## config.mk

```make
export PLATFORM = sky130hd
export DESIGN_NAME = onehot_encoder_stream
export DESIGN_NICKNAME = d
export VERILOG_FILES = /design/src/rtl/onehot_encoder_stream.sv
export SDC_FILE = /design/constraint.sdc
export NUM_CORES = 1
export LEC_CHECK = 0
export ABC_AREA = 1
export CORE_UTILIZATION = 29
export DETAILED_ROUTE_END_ITERATION = 6
export PLACE_DENSITY_LB_ADDON = 0.1
export SETUP_SLACK_MARGIN = 0.2
export SLEW_MARGIN = 10
export SYNTH_ARGS = -nofsm -noshare
export SYNTH_HDL_FRONTEND = slang
export SYNTH_SLANG_ARGS = --single-unit
export TNS_END_PERCENT = 30
```

## constraint.sdc

```tcl
create_clock -name clk -period 1.12 [get_ports clk]
set_input_delay 0.224 -clock clk [delete_from_list [all_inputs] [get_ports clk]]
set_output_delay 0.224 -clock clk [all_outputs]
set_load 0.02 [all_outputs]
```

## src/rtl/onehot_encoder_stream.sv

```systemverilog
// ---------------------------------------------------------------------------
// onehot_encoder_stream
//
// Streaming one-hot to binary encoder. A word offered on the input
// valid/ready handshake is encoded and held in a single registered result
// slot until the consumer takes it. A word that cannot be encoded raises
// out_err and bumps a saturating diagnostic counter.
//
// Parameters:
//   N_IN      - number of one-hot input lines (>= 2)
//   CODE_W    - encoded index width, derived from N_IN (do not override)
//   ERR_CNT_W - width of the saturating error counter
//
// Ports:
//   clk        in   system clock, rising edge
//   rst        in   synchronous active-high reset
//   in_valid   in   in_data carries a word
//   in_data    in   one-hot word, bit 0 is the first line
//   in_ready   out  a word can be accepted this cycle
//   out_valid  out  result slot is occupied
//   out_ready  in   consumer takes the result this cycle
//   out_code   out  index of the set bit (0 when out_err)
//   out_err    out  word was not encodable
//   err_clr    in   clear err_count
//   err_count  out  saturating count of accepted erroneous words
//
// Build option:
//   ONEHOT_PRIORITY_EN - when defined, a multi-hot word encodes as its
//   lowest set bit with no error; a zero word is still an error. When
//   undefined, any word without exactly one set bit is an error.
// ---------------------------------------------------------------------------
module onehot_encoder_stream #(
   parameter int N_IN      = 4,
   parameter int CODE_W    = $clog2(N_IN),
   parameter int ERR_CNT_W = 8
) (
   input  logic                 clk,
   input  logic                 rst,
   input  logic                 in_valid,
   input  logic [N_IN-1:0]      in_data,
   output logic                 in_ready,
   output logic                 out_valid,
   input  logic                 out_ready,
   output logic [CODE_W-1:0]    out_code,
   output logic                 out_err,
   input  logic                 err_clr,
   output logic [ERR_CNT_W-1:0] err_count
);

   typedef enum logic {
      EMPTY = 1'b0,
      FULL  = 1'b1
   } state_t;

   state_t                 state;
   state_t                 state_nxt;

   logic                   accept_p0;
   logic [CODE_W-1:0]      code_p0;
   logic                   err_p0;

   logic [CODE_W-1:0]      code_p1;
   logic                   err_p1;
   logic [ERR_CNT_W-1:0]   cnt_p1;

   // Lowest-index set bit; scanning downward lets the last hit win.
   function automatic logic [CODE_W-1:0] lowest_index(input logic [N_IN-1:0] w);
      logic [CODE_W-1:0] idx;
      idx = '0;
      for (int i = N_IN - 1; i >= 0; i--) begin
         if (w[i]) idx = CODE_W'(i);
      end
      return idx;
   endfunction

`ifdef ONEHOT_PRIORITY_EN
   function automatic logic encode_err(input logic [N_IN-1:0] w);
      return (w == '0);
   endfunction
`else
   // Clearing the lowest set bit leaves a nonzero word only if two or
   // more bits were set.
   function automatic logic is_multi(input logic [N_IN-1:0] w);
      return ((w & (w - N_IN'(1))) != '0);
   endfunction

   function automatic logic encode_err(input logic [N_IN-1:0] w);
      return (w == '0) || is_multi(w);
   endfunction
`endif

   function automatic logic [CODE_W-1:0] encode_code(input logic [N_IN-1:0] w);
      return encode_err(w) ? '0 : lowest_index(w);
   endfunction

   function automatic logic [ERR_CNT_W-1:0] sat_inc(input logic [ERR_CNT_W-1:0] c);
      return (&c) ? c : c + ERR_CNT_W'(1);
   endfunction

   // ---- stage p0: handshake and combinational encode of the offered word
   assign accept_p0 = in_valid && in_ready;
   assign code_p0   = encode_code(in_data);
   assign err_p0    = encode_err(in_data);

   always_ff @(posedge clk) begin
      if (rst) state <= EMPTY;
      else     state <= state_nxt;
   end

   always_comb begin
      state_nxt = state;
      case (state)
         EMPTY: if (accept_p0) state_nxt = FULL;
         FULL:  if (out_ready && !in_valid) state_nxt = EMPTY;
         default: state_nxt = EMPTY;
      endcase
   end

   // in_ready looks only at the slot state and out_ready, so there is no
   // path from in_data to any output.
   always_comb begin
      out_valid = (state == FULL);
      in_ready  = (state == EMPTY) || out_ready;
   end

   // ---- stage p1: registered result slot and error counter
   always_ff @(posedge clk) begin
      if (rst) begin
         code_p1 <= '0;
         err_p1  <= 1'b0;
      end else if (accept_p0) begin
         code_p1 <= code_p0;
         err_p1  <= err_p0;
      end
   end

   // A clear coinciding with an erroneous accept counts that word, so the
   // counter restarts at 1 rather than losing the event.
   always_ff @(posedge clk) begin
      if (rst)                          cnt_p1 <= '0;
      else if (err_clr && accept_p0 && err_p0) cnt_p1 <= ERR_CNT_W'(1);
      else if (err_clr)                 cnt_p1 <= '0;
      else if (accept_p0 && err_p0)     cnt_p1 <= sat_inc(cnt_p1);
   end

   assign out_code  = code_p1;
   assign out_err   = err_p1;
   assign err_count = cnt_p1;

endmodule

```

==> flow_summary.json <==
{
  "path_class": "flip-flop to flip-flop",
  "ios": 22,
  "syn_inst": 104,
  "crit_arrival_ps": 1470,
  "ctsHoldBuffers": 0,
  "synthesis.area_um2": 712,
  "drive_gt1_frac": 0.487,
  "fill_cells": 228,
  "io_buffers": 21,
  "yosysUniqueCellTypes": 18,
  "viasPerCell": 4.63,
  "fin_cells": 186,
  "place_inst": 176,
  "setup_slack_ps": -142,
  "critPathSlowestCell": "dfxtp_4",
  "status": "complete, but fails checks",
  "netSwitchingFraction": 0.304,
  "ir_drop_mv": 0.702,
  "drtIter0Drc": 18,
  "vias": 862,
  "cap_violations": 0,
  "initial_core_util": 0.316,
  "cpMostUsedCell": "nand3_4",
  "p_leak_nw": 0.683,
  "die_x_um": 51.5,
  "area_growth_pct": 87.9,
  "fin_crit_ps": 1260,
  "cp_max_fo": 8,
  "ys_seq_area_frac": 0.337,
  "place_congestion": 0.780,
  "fmax_mhz": 793,
  "dr.pass1.iters": 4,
  "critPathMaxStageDelay_ps": 370,
  "clkSlewWorstSetupHoldPaths_ps": 90,
  "power.total_mw": 1.03,
  "cts-htree-levels": 1,
  "ys_ff_latch": 12,
  "cp_cell_sequence": "ha_4 -> nand2_4 -> nor2_4 -> nand3_4 -> nand3_4 -> nand2_1 -> a21oi_2",
  "ys_warn_count": 0,
  "cts_sinks": 12,
  "min_period_over_period": 1.13,
  "setup_violations": 10,
  "switchingPower_uw": 313,
  "avgSynthCellArea_um2": 6.85,
  "pwr-share-comb": 0.270,
  "num_rows": 17,
  "cp.required_ps": 1330,
  "clock_skew_ps": 11.2,
  "rsz0062_at_grt": "true",
  "seqPwrFrac": 0.438,
  "antenna_found_initial": 0,
  "drc": 0,
  "drt-total-wl_mm": 2.03,
  "hp-class": "input pin to flip-flop",
  "cts_made_buffers": 3,
  "grt_overflow_total": 0,
  "wl_per_cell_um": 10.9,
  "p_int_uw": 716,
  "hold_viol": 0,
  "start_kind": "flip-flop",
  "diodes": 0,
  "core_um2": 2250,
  "p_clk_frac": 0.292,
  "violations": "negative setup slack",
  "worstMarginPinSlew_ps": 277,
  "dp_hpwl_mm": 1.45,
  "grt_usage": 0.175,
  "insertion_delay_ps": 280,
  "grt_pass1_wl_mm": 3.36,
  "end_kind": "flip-flop",
  "die_area_um2": 2660,
  "cts.path.max_buffers": 2,
  "grt_max_degree": 9,
  "syn_nets": 114,
  "ff2ff_setup_slack_ps": -140,
  "cts_tree": "yes",
  "ctsRootBufferMaster": "clkbuf_4",
  "power.density_nw_per_um2": 769,
  "layout.nets": 169,
  "grt_pass1_vias": 817,
  "max_slew_margin": 0.814,
  "ant_nets": 0,
  "final_max_slew_viol_count": 0,
  "die_y_um": 51.5,
  "fin_util": 0.593
}
metal layers:
layer,GRT usage,wire (um),up-vias
met5,0,0,-
met4,0.117,55,0
met3,0.0292,91,7
met2,0.303,1060,26
met1,0.195,822,388
li1,-,-,441
layout by cell type, fill, tap and decap left out, types with 2 or more instances in the layout:
cell type        instances
a21oi_1                  4
a21oi_2                  7
buf_4                   29
buf_6                   12
clkbuf_4                 3
clkdlybuf4s50_1          3
dfxtp_1                  7
dfxtp_2                  2
dfxtp_4                  3
dlymetal6s2s_1           5
inv_1                   13
inv_2                    3
nand2_1                 27
nand2_2                  2
nand2_4                  3
nand3_1                  9
nand3_4                  2
nand3b_1                 2
nor2_1                   2
nor2_2                   2
o21ai_0                  3
xor2_1                   4
cell usage after synthesis:
master,instances,area [um^2]
nor2_2,1,6.26
inv_2,2,7.51
nand2_1,30,113
a21oi_4,1,16.3
nand2_2,2,12.5
ha_1,1,12.5
xor2_1,4,35.0
nor2_1,3,11.3
dfxtp_1,12,240
nand3b_1,2,15.0
nand4_1,1,6.26
o21ai_0,4,20.0
nor2_4,1,11.3
nand3_1,10,50.1
a21oi_1,11,55.1
inv_1,16,60.1
nor3_1,1,5.00
nand3_4,2,35.0
kinds of logic after synthesis:
logic type	count (synthesis)	share of synthesized area
and+or+nand+nor	53	0.373
buffers and inverters	18	0.0949
adders and majority gates	1	0.0176
DFF	12	0.337
xor gates and xnor gates	4	0.0492
AOI/OAI and AO/OA	16	0.128
final cells by class:
class / count / area (um^2) / share of cell area
Sequential cell: 12 / 254 / 0.190
Timing Repair Buffer: 50 / 465 / 0.348
Clock buffer: 4 / 26.3 / 0.0196
Inverter: 18 / 75.1 / 0.0561
Multi-Input combinational cell: 74 / 482 / 0.360
Tap cell: 28 / 35.0 / 0.0262
flip-flops by register name, summed over array words and instances (netlist names):
signal	cells
err_count	8
out_code	2
out_err	1
out_valid	1
what timing repair did:
item | 4_1_cts | 5_1_grt
resized for setup | 80 | 28
setup endpoints to repair | 24 | 24
setup buffers | 4 | 2
pin swaps | 10 | 8
endpoints found under the hold margin | 0 | 0
path summary, 6_finish.rpt:
check / to / cells after the start / startpoint
max: err_count[5]$_SDFFE_PP0P_ / 7 / err_count[0]$_SDFFE_PP0P_
min: out_code[1]$_SDFFE_PP0P_ / 4 / in_data[1]
max reg2reg: err_count[5]$_SDFFE_PP0P_ / 7 / err_count[0]$_SDFFE_PP0P_
min reg2reg: out_err$_SDFFE_PP0P_ / 2 / out_err$_SDFFE_PP0P_
power groups by stage:
stage	combinational, mW	clock (mW)	sequential (mW)
floorplan	0.0822	0	0.481
global route	0.305	0.325	0.453
detailed placement	0.226	0	0.462
global placement	0.223	0	0.462
finish	0.278	0.300	0.451
CTS	0.244	0.303	0.451
critical path: cells and delay by family, from the launching register on:
family,cells,cell delay (ps)
flops,1,370
compound gates,1,130
simple gates,5,540
fa+ha+maj,1,150
metrics by stage:
stage	TNS (ps)	worst slack, ps	cell area [um^2]	hold WS [ps]
global route	-1910	-234	1340	420
CTS	-1760	-181	1240	481
global placement	-5640	-490	1170	457
finish	-1070	-142	1340	363
detailed placement	-5910	-514	1170	453
floorplan	-736	-106	738	293
Note: power is estimated with default switching activity, not from simulation.
